`src/rtl/maxpool_pkg.sv`:
```
// Shared definitions for the maxpool controller, datapath and wrapper:
// default widths and the controller state encoding.
package maxpool_pkg;

  localparam int N_DEF = 32;
  localparam int W_DEF = 4;

  // Bit 0: a partial window is open (cnt > 0); bit 1: a result is held on the output.
  typedef enum logic [1:0] {
    ST_IDLE     = 2'd0,
    ST_ACC      = 2'd1,
    ST_HOLD     = 2'd2,
    ST_ACC_HOLD = 2'd3
  } state_e;

  function automatic state_e state_of(input logic acc, input logic hold);
    return state_e'({hold, acc});
  endfunction

endpackage

```
`src/rtl/maxpool.sv`:
```
// Signed running-maximum datapath: loads max_i when max_pool is low, keeps the
// larger of the register and max_i when max_pool is high; max_clr clears asynchronously.
module maxpool
  import maxpool_pkg::*;
#(
  parameter int N = N_DEF
) (
  input  logic         clk,
  input  logic         max_clr,
  input  logic         max_en,
  input  logic         max_pool,
  input  logic [N-1:0] max_i,
  output logic [N-1:0] max_o
);

  logic [N-1:0] res_q;
  logic [N-1:0] res_d;

  always_comb begin
    res_d = res_q;
    if (max_en) begin
      if (max_pool && ($signed(res_q) > $signed(max_i))) begin
        res_d = res_q;
      end else begin
        res_d = max_i;
      end
    end
  end

  always_ff @(posedge clk or posedge max_clr) begin
    if (max_clr) begin
      res_q <= '0;
    end else begin
      res_q <= res_d;
    end
  end

  assign max_o = res_q;

endmodule

```
`src/rtl/maxpool_unit.sv`:
```
// Complete pooling unit: the window controller driving the running-maximum datapath.
module maxpool_unit
  import maxpool_pkg::*;
#(
  parameter int N = N_DEF,
  parameter int W = W_DEF
) (
  input  logic         clk,
  input  logic         rst_n,
  input  logic         in_valid,
  output logic         in_ready,
  input  logic [N-1:0] in_data,
  input  logic [W-1:0] win_size,
  input  logic         flush,
  output logic         out_valid,
  input  logic         out_ready,
  output logic [N-1:0] out_data,
  output state_e       dbg_state
);

  logic         max_en;
  logic         max_clr;
  logic         max_pool;
  logic [N-1:0] max_i;
  logic [N-1:0] max_o;

  maxpool_ctrl #(.N(N), .W(W)) u_ctrl (
    .clk       (clk),
    .rst_n     (rst_n),
    .in_valid  (in_valid),
    .in_ready  (in_ready),
    .in_data   (in_data),
    .win_size  (win_size),
    .flush     (flush),
    .max_en    (max_en),
    .max_clr   (max_clr),
    .max_pool  (max_pool),
    .max_i     (max_i),
    .max_o     (max_o),
    .out_valid (out_valid),
    .out_ready (out_ready),
    .out_data  (out_data),
    .dbg_state (dbg_state)
  );

  maxpool #(.N(N)) u_dp (
    .clk      (clk),
    .max_clr  (max_clr),
    .max_en   (max_en),
    .max_pool (max_pool),
    .max_i    (max_i),
    .max_o    (max_o)
  );

endmodule

```
`src/rtl/maxpool_ctrl.sv`:
```
// Window controller for the maxpool datapath: counts elements per window,
// sequences set/pool updates and presents each pooled result on a valid/ready port.
module maxpool_ctrl
  import maxpool_pkg::*;
#(
  parameter int N = N_DEF,
  parameter int W = W_DEF
) (
  input  logic         clk,
  input  logic         rst_n,
  input  logic         in_valid,
  output logic         in_ready,
  input  logic [N-1:0] in_data,
  input  logic [W-1:0] win_size,
  input  logic         flush,
  output logic         max_en,
  output logic         max_clr,
  output logic         max_pool,
  output logic [N-1:0] max_i,
  input  logic [N-1:0] max_o,
  output logic         out_valid,
  input  logic         out_ready,
  output logic [N-1:0] out_data,
  output state_e       dbg_state
);

  // Handshakes: a transfer happens on a rising edge where valid && ready; valid
  // never depends on ready, and a raised out_valid holds with stable data until taken.

  logic [W-1:0] cnt_q, cnt_d;
  logic [W-1:0] win_q, win_d;
  logic         out_valid_q, out_valid_d;
  state_e       state_q, state_d;

  logic         accept;
  logic         first;
  logic [W-1:0] eff_win;
  logic         last;
  logic         flush_close;
  logic         close;

  assign in_ready = !out_valid_q || out_ready;

  always_comb begin
    accept      = in_valid && in_ready;
    first       = (cnt_q == '0);
    // A zero window length behaves as a window of one element.
    eff_win     = first ? ((win_size == '0) ? W'(1) : win_size) : win_q;
    last        = accept && (cnt_q == (eff_win - W'(1)));
    flush_close = flush && in_ready && (accept || !first);
    close       = last || flush_close;

    cnt_d = cnt_q;
    if (accept) begin
      cnt_d = cnt_q + W'(1);
    end
    if (close) begin
      cnt_d = '0;
    end

    win_d = win_q;
    if (accept && first) begin
      win_d = eff_win;
    end

    out_valid_d = out_valid_q;
    if (close) begin
      out_valid_d = 1'b1;
    end else if (out_valid_q && out_ready) begin
      out_valid_d = 1'b0;
    end

    state_d = state_of(cnt_d != '0, out_valid_d);
  end

  always_ff @(posedge clk or negedge rst_n) begin
    if (!rst_n) begin
      cnt_q       <= '0;
      win_q       <= W'(1);
      out_valid_q <= 1'b0;
      state_q     <= ST_IDLE;
    end else begin
      cnt_q       <= cnt_d;
      win_q       <= win_d;
      out_valid_q <= out_valid_d;
      state_q     <= state_d;
    end
  end

  // The datapath has no reset of its own, so it is cleared while rst_n is low.
  assign max_clr   = !rst_n;
  assign max_en    = accept && rst_n;
  assign max_pool  = !first;
  assign max_i     = in_data;
  assign out_valid = out_valid_q;
  assign out_data  = max_o;
  assign dbg_state = state_q;

endmodule

```
`config.mk`:
```
export PLATFORM = sky130hd
export DESIGN_NAME = maxpool_unit
export DESIGN_NICKNAME = d
export VERILOG_FILES = /design/src/rtl/maxpool_pkg.sv /design/src/rtl/maxpool.sv /design/src/rtl/maxpool_unit.sv /design/src/rtl/maxpool_ctrl.sv
export SDC_FILE = /design/constraint.sdc
export NUM_CORES = 1
export LEC_CHECK = 0
export CAP_MARGIN = 20
export CORE_AREA = 5 5 86 88
export DETAILED_ROUTE_END_ITERATION = 16
export DIE_AREA = 0 0 91 93
export GPL_ROUTABILITY_DRIVEN = 0
export PLACE_DENSITY = 0.82
export SYNTH_ARGS = -nofsm -noshare
export SYNTH_HDL_FRONTEND = slang
export SYNTH_SLANG_ARGS = --single-unit
export TNS_END_PERCENT = 5
```
`constraint.sdc`:
```
create_clock -name clk -period 2.3 [get_ports clk]
set_input_delay 0.345 -clock clk [delete_from_list [all_inputs] [get_ports clk]]
set_output_delay 0.345 -clock clk [all_outputs]
set_load 0.02 [all_outputs]
```
# Word-level counts from Yosys, hierarchy flattened
# Index checks and enable logic that the tools add are counted.
# word_totals
reg_bits	43
inputBits	41
out_inout_bits	36
elab_cells	33
# classes
n_addsub	2
order_cmp	1
eq_ne	1
mux	6
bitwise	1
reduce_logical	17
# op_table
operator	count
32-bit greater-than comparator	1
4-bit 2-to-1 mux	4
1-bit logical AND	8
4-bit zero test	2
4-bit by 1-bit adder with 4-bit output (second input constant)	1
4-bit == test	1
4-bit nonzero test	1
4-bit by 1-bit subtractor with 4-bit output (second input constant)	1
1-bit logical OR	3
1-bit zero test	2
1-bit 2-to-1 mux	2
2-bit AND reduction	1
1-bit inverter	1

# Logic depth before layout (Yosys ltp)
# Gate-level depths: netlist (run 1).
# depth
depth_word	9
mapped_depth	11
mapped_depth_nobuf	9

# Modules after synthesis
# From an unflattened synthesis (run 1), not the netlist that was laid out.
# hier_totals
hier_cells	332
area_unflattened_um2	3410.8
# modules_own_cells
module	instances	cells_per_inst	area_per_inst_um2	seq_area_each_um2
maxpool	1	186	2177.1	800.8
maxpool_ctrl	1	146	1233.7	251.5

# Worst setup path after synthesis (run 1)
# Ideal clock, no wire load.
# synth_timing
path_type	register to register
from	register u_dp.res_q[31] (netlist: u_dp.max_o[31])
to	register u_dp.res_q[0] (netlist: u_dp.max_o[0])
setup_ns	0.125
arrival_time_ns	2.534
required_time_ns	2.175
path_slack_ns	-0.359
stages_incl_launch_ff	10
path_buffers	1
synth_period_minus_slack_ns	2.659
cell_sequence	dfrtp_1 > ha_1 > nand4_1 > or4_1 > a21oi_1 > a211o_1 > a31oi_1 > a211o_2 > buf_6 > mux2_4
# synth_between
elab_chain_len	4
# synth_rtl
item	line	source
from (decl)	maxpool.sv:16	logic [N-1:0] res_q;
from (signal assigned)	maxpool.sv:34	res_q <= res_d;
32-bit greater-than comparator	maxpool.sv:22	if (max_pool && ($signed(res_q) > $signed(max_i))) begin
1-bit logical AND	maxpool.sv:22	
1-bit inverter (no line)	-	
2-bit AND reduction (no line)	-	
# Every way passes these cells.
# A chain may end at the register's enable or synchronous reset.

# Worst setup path after layout (run 1)
# layout_timing
from	register u_dp.res_q[26] (netlist: u_dp.max_o[26])
to	register u_dp.res_q[28] (netlist: u_dp.max_o[28])
# Same word-level chain as after synthesis.

==> impl_metrics.py, run 1 <==
metrics = {
    "timing": {
        "setup_slack_ps": -373,
        "rsz0062_at_grt": "yes",
        "final_max_slew_viol_count": 0,
        "period_share_pct": 116,
        "slew_headroom_pct": 75.8,
        "worst_slew_pin_slew_ps": 362,
        "final-hold-violation-count": 0,
        "holdWs_ps": 55.7,
        "min_period_ps": 2670,
        "fmax_ghz": 0.374,
        "finalSetupViolCount": 32,
        "fin_skew_ps": 8.36,
    },
    "power_and_ir_drop": {
        "p_per_area_mw_per_mm2": 1400,
        "pwr-share-clk_pct": 7.9,
        "fin_total_pwr_mw": 5.90,
        "cellLeakagePower_nw": 2.01,
        "pwr-share-comb_pct": 68.1,
        "vdd_ir_drop_max_mv": 0.766,
        "cellInternalPower_mw": 3.63,
        "swShare_pct": 38.6,
        "p_seq_share_pct": 24.0,
        "p_switching_mw": 2.28,
    },
    "routing": {
        "vias_per_cell": 5.06,
        "drc": 0,
        "vias": 2370,
        "drtAntennaViolNets": 0,
        "finalWirelength_mm": 7.25,
        "dr.pass1.iters": 4,
        "routedWlPerCell_um": 15.5,
        "drt_iter0_markers": 70,
    },
    "clocking": {
        "path_clk_slew_ps": 80,
        "clockBufferDepth": 2,
        "cts_tree": "done",
        "clock_sinks": 42,
        "clk-insertion-delay-late_ps": 290,
        "htreeDepth": 2,
        "cts_root_buffer": "clkbuf_8",
        "numCtsBuffers": 5,
        "postCtsHoldBufs": 0,
    },
    "synth": {
        "synth_seq_cells": 42,
        "ys_types": 40,
        "synth_largest_area_cell": "dfrtp_1",
        "synth.cell_area_mm2": 0.00281,
        "synth_edf_count": 0,
        "synth_top_area_share_pct": 36.5,
        "ys_seq_area_share_pct": 37.4,
        "yosysWarningCount": 0,
        "synth_async_sr_flop_share_pct": 100,
        "synthTopCellsByArea": "dfrtp_1, mux2_4, ha_1",
        "syn_avg_cell_area_um2": 10.6,
        "synthCells": 265,
        "synth_fp_nets": 340,
        "synthFlopType": "dfrtp_1",
    },
    "critical_path": {
        "rr_endpoint": "u_dp.max_o[28]$_DFFE_PN0P_",
        "reg2regPathDepth": 9,
        "cp-start-kind": "register",
        "crit_arrival_ps": 2850,
        "r2r-start": "u_dp.max_o[26]$_DFFE_PN0P_",
        "rrSetupSlack_ps": -370,
        "cp.required_ps": 2470,
        "crit_type": "reg2reg",
        "crit_path_max_fanout": 8,
        "end_kind": "register",
        "startpoint": "u_dp.max_o[26]$_DFFE_PN0P_",
    },
    "job": {
        "cap_violations": 0,
    },
    "global_route": {
        "grt_pass1_vias": 2589,
        "antenna_found_initial": 0,
        "grt.overflow.total": 0,
        "grt_pass1_wl_mm": 12.0,
        "grt.total_usage_pct": 17.4,
        "grt_max_degree": 28,
    },
    "floorplanning": {
        "die_h_um": 93,
        "initial_core_util_pct": 42.8,
        "fp-row-count": 30,
        "core_mm2": 0.00657,
        "die_x_um": 91,
        "dieArea_mm2": 0.00846,
        "pin_count": 77,
    },
    "outcome": {
        "status": "complete, but fails checks",
        "violations": "negative setup slack",
    },
    "place": {
        "hpwl_mm": 5.35,
        "port_buffers": 76,
        "place_inst": 452,
        "post_dp_cell_area_mm2": 0.00394,
    },
    "final_layout": {
        "nNetsFinal": 462,
        "antennaDiodeCount": 0,
        "syn_to_final_growth_pct": 50.4,
        "layout-drive-gt1-share_pct": 31.7,
        "final_util_pct": 64.3,
        "fin_area_mm2": 0.00423,
        "finalNonFillerCells": 468,
    },
    "hold_path": {
        "worstHoldPathType": "in2async",
    },
}
[cell usage after synthesis (2+ instances only)]
cell / instances
mux2_2: 5
mux2_4: 30
inv_1: 36
nand3_1: 6
o21a_1: 2
o21ai_0: 7
nor3b_1: 2
nor3_1: 11
nor2b_1: 2
a211o_1: 2
xnor2_1: 3
nand2_1: 14
a21o_1: 2
mux2i_1: 5
dfrtp_1: 41
nor4_1: 2
ha_1: 34
nor2_1: 10
nand4_1: 7
buf_6: 3
a21oi_1: 20
clkbuf_1: 3
[layout by cell type, fill, tap and decap left out, types with 2 or more instances in the layout]
cell type	netlist	layout
nand2_1	14	13
mux2i_1	5	4
dlygate4sd2_1	0	12
dfrtp_1	41	37
clkbuf_8	0	5
ha_4	0	6
a21oi_2	0	3
clkdlybuf4s50_1	0	63
inv_2	0	6
o21a_1	2	2
nand3_1	6	6
ha_1	34	27
a21o_1	2	2
a21oi_1	20	17
nor3_1	11	10
dfrtp_2	0	4
mux2_2	5	5
xnor2_1	3	3
nand4_1	7	7
clkinv_2	0	2
a211o_1	2	2
mux2_4	30	30
nor2b_1	2	2
buf_4	1	43
nor2_1	10	9
inv_1	36	30
buf_12	0	4
o21ai_0	7	6
[state kept, by name, indices dropped and copies added (netlist names)]
register / count
u_ctrl.dbg_state: 1
u_ctrl.cnt_q: 4
u_dp.max_o: 32
u_ctrl.out_valid: 1
u_ctrl.win_q: 4
[metrics by stage]
stage	setup TNS, ps	setup WS (ps)
global route	-14800	-477
floorplan	-9590	-287
detailed placement	-28670	-876
CTS	-12270	-478
global placement	-26340	-805
finish	-11430	-373
[final cells by class]
cell class / instances / area (um^2)
Fill cell: 516 / 2340
Multi-Input combinational cell: 179 / 1710
Timing Repair Buffer: 123 / 1140
Sequential cell: 42 / 1060
Inverter: 36 / 135
Tap cell: 80 / 100
Clock buffer: 6 / 72.6
Clock inverter: 2 / 10.0
[power by group through the flow]
stage	sequential [mW]	combinational (mW)	clock, mW
after floorplan	1.77	1.76	0
after global placement	1.38	3.61	0
after detailed placement	1.40	3.71	0
after CTS	1.41	4.02	0.478
after global routing	1.47	4.35	0.511
final	1.42	4.02	0.466
[routing by layer]
| layer | vias to the layer above | wire length [um] | global-route usage (%) |
|---|---|---|---|
| li1 | 1173 | - | - |
| met1 | 1128 | 3140 | 20.9 |
| met2 | 56 | 3730 | 31.6 |
| met3 | 13 | 232 | 2.82 |
| met4 | 0 | 148 | 5.50 |
| met5 | - | 0 | 0 |
[worst max-delay path: stages (launching register included)]
cell,delay [ps]
dfrtp_1,420
ha_4,280
nand4_1,130
or4_4,520
a21oi_2,120
a211o_1,150
a31oi_2,50
a211o_4,410
buf_12,170
mux2_4,300
[worst max path at each step]
stage / end / depth (start not counted)
global placement: u_dp.max_o[11]$_DFFE_PN0P_ / 10
CTS: u_dp.max_o[23]$_DFFE_PN0P_ / 10
floorplan: u_dp.max_o[27]$_DFFE_PN0P_ / 9
finish: u_dp.max_o[28]$_DFFE_PN0P_ / 9
detailed placement: u_dp.max_o[30]$_DFFE_PN0P_ / 11
global route: u_dp.max_o[28]$_DFFE_PN0P_ / 9
[kinds of logic after synthesis]
logic type               share of synthesized area [%]
AND/OR/NAND/NOR                                   11.0
buffers and inverters                             6.86
flip-flops                                        37.4
AO/OA/AOI/OAI                                     8.46
multiplexers                                      19.8
adder cells (fa/ha/maj)                           15.1
XOR/XNOR                                          1.25
[timing repair]
| item | in CTS | in global routing |
|---|---|---|
| endpoints found under the setup margin | 38 | 38 |
| resized for setup | 38 | 5 |
| pin swaps | 10 | 7 |
| buffers inserted | 6 | 2 |
| hold endpoints to repair | 0 | 0 |
| gates cloned | 2 | 0 |
No activity file was read; power rests on OpenSTA's default activity.
==> run 2: changes to the inputs <==
- CELL_PAD_IN_SITES_DETAIL_PLACEMENT: unset -> 1
- CELL_PAD_IN_SITES_GLOBAL_PLACEMENT: unset -> 1
- CORE_AREA: 5 5 86 88 -> 5 5 97 99
- DIE_AREA: 0 0 91 93 -> 0 0 102 104
- PLACE_DENSITY: 0.82 -> 0.83
==> run 2 against run 1 <==
The run still ends with negative setup slack left. Global-route usage down 1.3 points. Utilization down 13 points. Clock-buffer cell count unchanged. Sequential power about the same. Cell count up 6.8%. Register-to-register slack worse by 80 ps. Combinational power up 6.2%. Highest routed layer is now met5.
==> impl_metrics.py, run 2 (synthesis results as in run 1) <==
metrics = {
    "outcome": {
        "status": "complete, but fails checks",
        "violations": "negative setup slack",
    },
    "critical_path": {
        "crit_arrival_ps": 2940,
        "crit_path_max_fanout": 5,
        "worstPathCellList": "ha_4 > nand4_1 > or4_4 > a21oi_2 > a211o_1 > a31oi_1 > a211o_2 > buf_12 > clkbuf_16 > mux2_4",
        "slowest_stage": "or4_4",
        "cpPeakStageDelay_ps": 530,
        "cp.required_ps": 2490,
        "crit_type": "reg2reg",
        "end_kind": "register",
        "cp-start-kind": "register",
    },
    "floorplanning": {
        "dieArea_mm2": 0.0106,
        "core_mm2": 0.00847,
        "fp-row-count": 34,
        "die_h_um": 104,
        "die_x_um": 102,
        "pin_count": 77,
        "initial_core_util_pct": 33.2,
    },
    "job": {
        "cap_violations": 0,
    },
    "global_route": {
        "grt.overflow.total": 0,
        "antenna_found_initial": 1,
        "grt_max_degree": 28,
        "grt_pass1_vias": 2889,
        "grt_pass1_wl_mm": 13.7,
        "grt.total_usage_pct": 16.1,
    },
    "clocking": {
        "htreeDepth": 2,
        "clockBufferDepth": 2,
        "clk-insertion-delay-late_ps": 300,
        "numCtsBuffers": 5,
        "cts_tree": "done",
        "path_clk_slew_ps": 90,
        "clock_sinks": 42,
        "cts_root_buffer": "clkbuf_8",
    },
    "timing": {
        "min_period_ps": 2760,
        "final_max_slew_viol_count": 0,
        "period_share_pct": 120,
        "rsz0062_at_grt": "yes",
        "finalSetupViolCount": 32,
        "final-hold-violation-count": 0,
        "fin_skew_ps": 8.49,
        "fmax_ghz": 0.363,
        "slew_headroom_pct": 75.3,
        "setup_slack_ps": -455,
        "worst_slew_pin_slew_ps": 371,
    },
    "final_layout": {
        "layout.cells.most_common_list": "clkdlybuf4s50_1, buf_4, dfrtp_1, inv_1, mux2_4",
        "largest_register_ffs": 32,
        "layout-drive-gt1-share_pct": 33.2,
        "final_util_pct": 51.7,
        "layout_commonest_cell": "clkdlybuf4s50_1",
        "seq_area_mm2": 0.00106,
        "multi_input_area_mm2": 0.00174,
        "fill_cells": 934,
        "nNetsFinal": 466,
        "syn_to_final_growth_pct": 55.9,
        "antennaDiodeCount": 0,
    },
    "routing": {
        "drt_iter0_markers": 23,
        "finalWirelength_mm": 8.38,
        "wl_met3_um": 372,
        "top_layer_used": "met5",
        "drt-met1-wl_mm": 3.26,
        "wl_met2_mm": 4.59,
        "routedWlPerCell_um": 16.8,
        "dr.pass1.iters": 4,
        "vias": 2449,
        "drc": 0,
        "drtAntennaViolNets": 0,
        "vias_per_cell": 4.90,
    },
    "power_and_ir_drop": {
        "vdd_ir_drop_max_mv": 0.527,
        "p_per_area_mw_per_mm2": 1420,
        "cellLeakagePower_nw": 2.07,
    },
    "place": {
        "hpwl_mm": 6.47,
        "port_buffers": 76,
        "post-place-ws_ps": -984,
    },
    "hold_path": {
        "worstHoldPathType": "in2async",
    },
}
## run 2: changes by cell type in the layout (fill, tap and decap cells not counted), moves of 2 or more
cell,delta
nor3_2,+3
nor3_1,-3
clkdlybuf4s50_1,-2
dlymetal6s2s_1,+2
## run 2: area by class of cell
class                      instances  share of cell area, %
timing repair buffer             127                   27.8
clock inverter                     2                  0.286
tap                              108                   3.08
sequential                        42                   24.1
inverter                          36                   3.08
clock buffer                       6                   1.89
multi-input combinational        179                   39.7
## run 2: report_power, final
| group | switching, mW | internal [mW] | total [mW] |
|---|---|---|---|
| logic | 1.85 | 2.42 | 4.27 |
| registers | 0.297 | 1.13 | 1.42 |
| clock network | 0.276 | 0.242 | 0.518 |
## run 2: path summary, 6_finish.rpt
check	from	endpoint	slack, ps	cells past startpoint
max	u_dp.max_o[26]$_DFFE_PN0P_	u_dp.max_o[1]$_DFFE_PN0P_	-460	10
min	rst_n	u_dp.max_o[30]$_DFFE_PN0P_	30	2
max reg2reg	u_dp.max_o[26]$_DFFE_PN0P_	u_dp.max_o[1]$_DFFE_PN0P_	-460	10
min reg2reg	u_ctrl.win_q[0]$_DFFE_PN1P_	u_ctrl.win_q[0]$_DFFE_PN1P_	510	2
max in group asynchronous	rst_n	u_dp.max_o[27]$_DFFE_PN0P_	1910	2
min in group clk	in_data[17]	u_dp.max_o[17]$_DFFE_PN0P_	350	2
## run 2: what timing repair did
item | CTS | global route
hold buffers | 0 | 0
setup buffers | 5 | 2
cloned | 1 | 1
setup endpoints to repair | 38 | 38
resized for setup | 31 | 18
pin swaps | 11 | 15
## run 2: through the flow
stage | hold slack, ps | instance area [um^2] | setup TNS (ps) | power [mW] | instances
after floorplan | 49.4 | 2830 | -9590 | 3.53 | 265
after global placement | 355 | 4010 | -29020 | 5.08 | 484
after detailed placement | 364 | 4010 | -31590 | 5.25 | 484
after CTS | 29.6 | 4260 | -14380 | 6.03 | 498
after global routing | 39.2 | 4380 | -15600 | 6.65 | 500
final | 29.0 | 4380 | -13690 | 6.21 | 500
## run 2: worst max-delay path, delay by kind of cell, from the launching register on
kind | cells | cell delay (ps)
adders and majority gates | 1 | 280
DFF | 1 | 410
and+or+nand+nor | 2 | 660
buffers and inverters | 2 | 310
AOI/OAI and AO/OA | 4 | 700
muxes | 1 | 300
## run 2: metal layers
metal | vias to the layer above | global-route usage [%]
met5 | - | 0
met4 | 2 | 3.56
met3 | 12 | 3.55
met2 | 52 | 30.4
met1 | 1204 | 17.9
li1 | 1179 | -
==> run 3: changes to the inputs <==
- RECOVER_POWER: unset -> 100
==> run 3 against run 2 <==
The flow finishes with violations (max-capacitance violations, max-slew violations, negative setup slack). Die area unchanged. Combinational power down 4%. Register-to-register slack barely moved. Sequential cell count unchanged. Non-clock buffer count unchanged. Via count up 0.65%. Critical path type unchanged. Clock-buffer cell count did not move. Clock power about the same. Sequential share of layout area up 0.083 points. Total power shrank 2.4%. Wire length about the same. Critical endpoint unchanged.
==> impl_metrics.py, run 3 (synthesis results as in run 1) <==
metrics = {
    "final_layout": {
        "finalNonFillerCells": 500,
        "syn_to_final_growth_pct": 55.3,
        "nNetsFinal": 466,
        "antennaDiodeCount": 0,
        "fin_area_mm2": 0.00437,
        "layout.cells.most_common_list": "buf_4, dfrtp_1, dlygate4sd3_1, inv_1, mux2_4",
        "layout-drive-gt1-share_pct": 31.9,
        "layout_commonest_cell": "buf_4",
        "largest_register_ffs": 32,
    },
    "global_route": {
        "grt_pass1_vias": 2889,
        "grt.overflow.total": 0,
        "grt_max_degree": 28,
        "grt.total_usage_pct": 16.1,
        "antenna_found_initial": 1,
        "grt_pass1_wl_mm": 13.7,
    },
    "routing": {
        "drt_iter0_markers": 28,
        "vias_per_cell": 4.93,
        "routedWlPerCell_um": 16.8,
        "finalWirelength_mm": 8.39,
        "drtAntennaViolNets": 0,
        "dr.pass1.iters": 4,
        "vias": 2465,
        "drc": 0,
    },
    "clocking": {
        "path_clk_slew_ps": 90,
        "cts_root_buffer": "clkbuf_8",
        "cts_tree": "done",
        "clockBufferDepth": 2,
        "clock_sinks": 42,
        "numCtsBuffers": 5,
        "clk-insertion-delay-late_ps": 300,
        "htreeDepth": 2,
        "postCtsHoldBufs": 0,
    },
    "critical_path": {
        "reg2regPathDepth": 10,
        "cp.required_ps": 2490,
        "cpPeakStageDelay_ps": 520,
        "cp-start-kind": "register",
        "startpoint": "u_dp.max_o[26]$_DFFE_PN0P_",
        "slowest_stage": "or4_4",
        "cpLargestDelayFamily": "compound AO/OA/AOI/OAI gates",
        "r2r-start": "u_dp.max_o[26]$_DFFE_PN0P_",
        "critPathBufInv": 2,
        "path_depth": 10,
        "worstPathCellList": "ha_4 > nand4_1 > or4_4 > a21oi_2 > a211o_1 > a31oi_1 > a211o_2 > buf_12 > clkbuf_16 > mux2_4",
        "end_kind": "register",
        "crit_type": "reg2reg",
        "crit_arrival_ps": 2940,
        "crit_path_max_fanout": 5,
    },
    "place": {
        "post_dp_cell_area_mm2": 0.00401,
        "hpwl_mm": 6.47,
        "port_buffers": 76,
        "place_inst": 484,
    },
    "timing": {
        "period_share_pct": 120,
        "fmax_ghz": 0.363,
        "rsz0062_at_grt": "yes",
        "holdWs_ps": 322,
        "fin_skew_ps": 7.19,
        "finalSetupViolCount": 37,
        "worst_slew_pin_slew_ps": 1570,
        "min_period_ps": 2750,
        "final-hold-violation-count": 0,
        "final_max_slew_viol_count": 28,
        "slew_headroom_pct": -4.45,
        "setup_slack_ps": -454,
    },
    "floorplanning": {
        "die_x_um": 102,
        "initial_core_util_pct": 33.2,
        "fp-row-count": 34,
        "dieArea_mm2": 0.0106,
        "pin_count": 77,
        "core_mm2": 0.00847,
        "die_h_um": 104,
    },
    "power_and_ir_drop": {
        "fin_total_pwr_mw": 6.06,
        "vdd_ir_drop_max_mv": 0.516,
        "cellLeakagePower_nw": 2.07,
        "p_per_area_mw_per_mm2": 1390,
    },
    "outcome": {
        "status": "complete, but fails checks",
        "violations": "max-capacitance violations, max-slew violations, negative setup slack",
    },
    "hold_path": {
        "worstHoldPathType": "in2async",
    },
    "job": {
        "cap_violations": 1,
    },
}
-- run 3: cell types whose count changed in the layout (fill, tap and decap cells not counted), sizes merged --
| cell | change |
|---|---|
| dlygate4sd3 | +36 |
| clkbuf | +5 |
| buf | -5 |
| clkdlybuf4s50 | -36 |
-- run 3: timing repair --
action                     CTS  global route
pin swaps                   11            15
setup endpoints to repair   38            38
setup buffers                5             2
resized for setup           31            18
cloned                       1             1
-- run 3: layer usage --
layer	track usage (%)	vias to the layer above	routed length (um)
li1	-	1175	-
met1	17.9	1222	3270
met2	30.4	55	4590
met3	3.55	11	381
met4	3.56	2	129
met5	0	-	13
-- run 3: worst paths after layout --
check,end,slack (ps)
worst min-delay path,u_dp.max_o[30]$_DFFE_PN0P_,320
min in group clk,u_dp.max_o[17]$_DFFE_PN0P_,360
worst max-delay path,u_dp.max_o[1]$_DFFE_PN0P_,-450
worst min register to register,u_ctrl.win_q[0]$_DFFE_PN1P_,510
max in group asynchronous,u_dp.max_o[27]$_DFFE_PN0P_,650
worst max register to register,u_dp.max_o[1]$_DFFE_PN0P_,-450
-- run 3: power breakdown --
part | switching [mW] | leakage [nW] | internal (mW)
combinational | 1.84 | 1.53 | 2.28
sequential | 0.293 | 0.495 | 1.13
clock | 0.275 | 0.0472 | 0.242
total | 2.41 | 2.07 | 3.65
-- run 3: area by class of cell --
| cell class | instances | area [um^2] |
|---|---|---|
| clock buffer | 6 | 82.6 |
| timing repair buffer | 127 | 1210 |
| fill | 936 | 4100 |
| clock inverter | 2 | 12.5 |
| sequential | 42 | 1060 |
| multi-input combinational | 179 | 1740 |
| inverter | 36 | 135 |
| tap | 108 | 135 |
-- run 3: worst reg2reg max path, cell delays in order, from the launching register on --
cell and delay [ps]:
dfrtp_1 410, ha_4 280, nand4_1 130, or4_4 520, a21oi_2 120, a211o_1 140
a31oi_1 70, a211o_2 370, buf_12 150, clkbuf_16 160, mux2_4 300
-- run 3: per-stage QoR --
step / worst slack (ps) / utilization [%] / setup TNS [ps]
6_report: -454 / 51.6 / -13770
5_1_grt: -499 / 51.6 / -16160
4_1_cts: -461 / 50.4 / -14380
3_5_place_dp: -984 / 47.4 / -31590
3_3_place_gp: -902 / 47.4 / -29020
2_1_floorplan: -287 / - / -9590
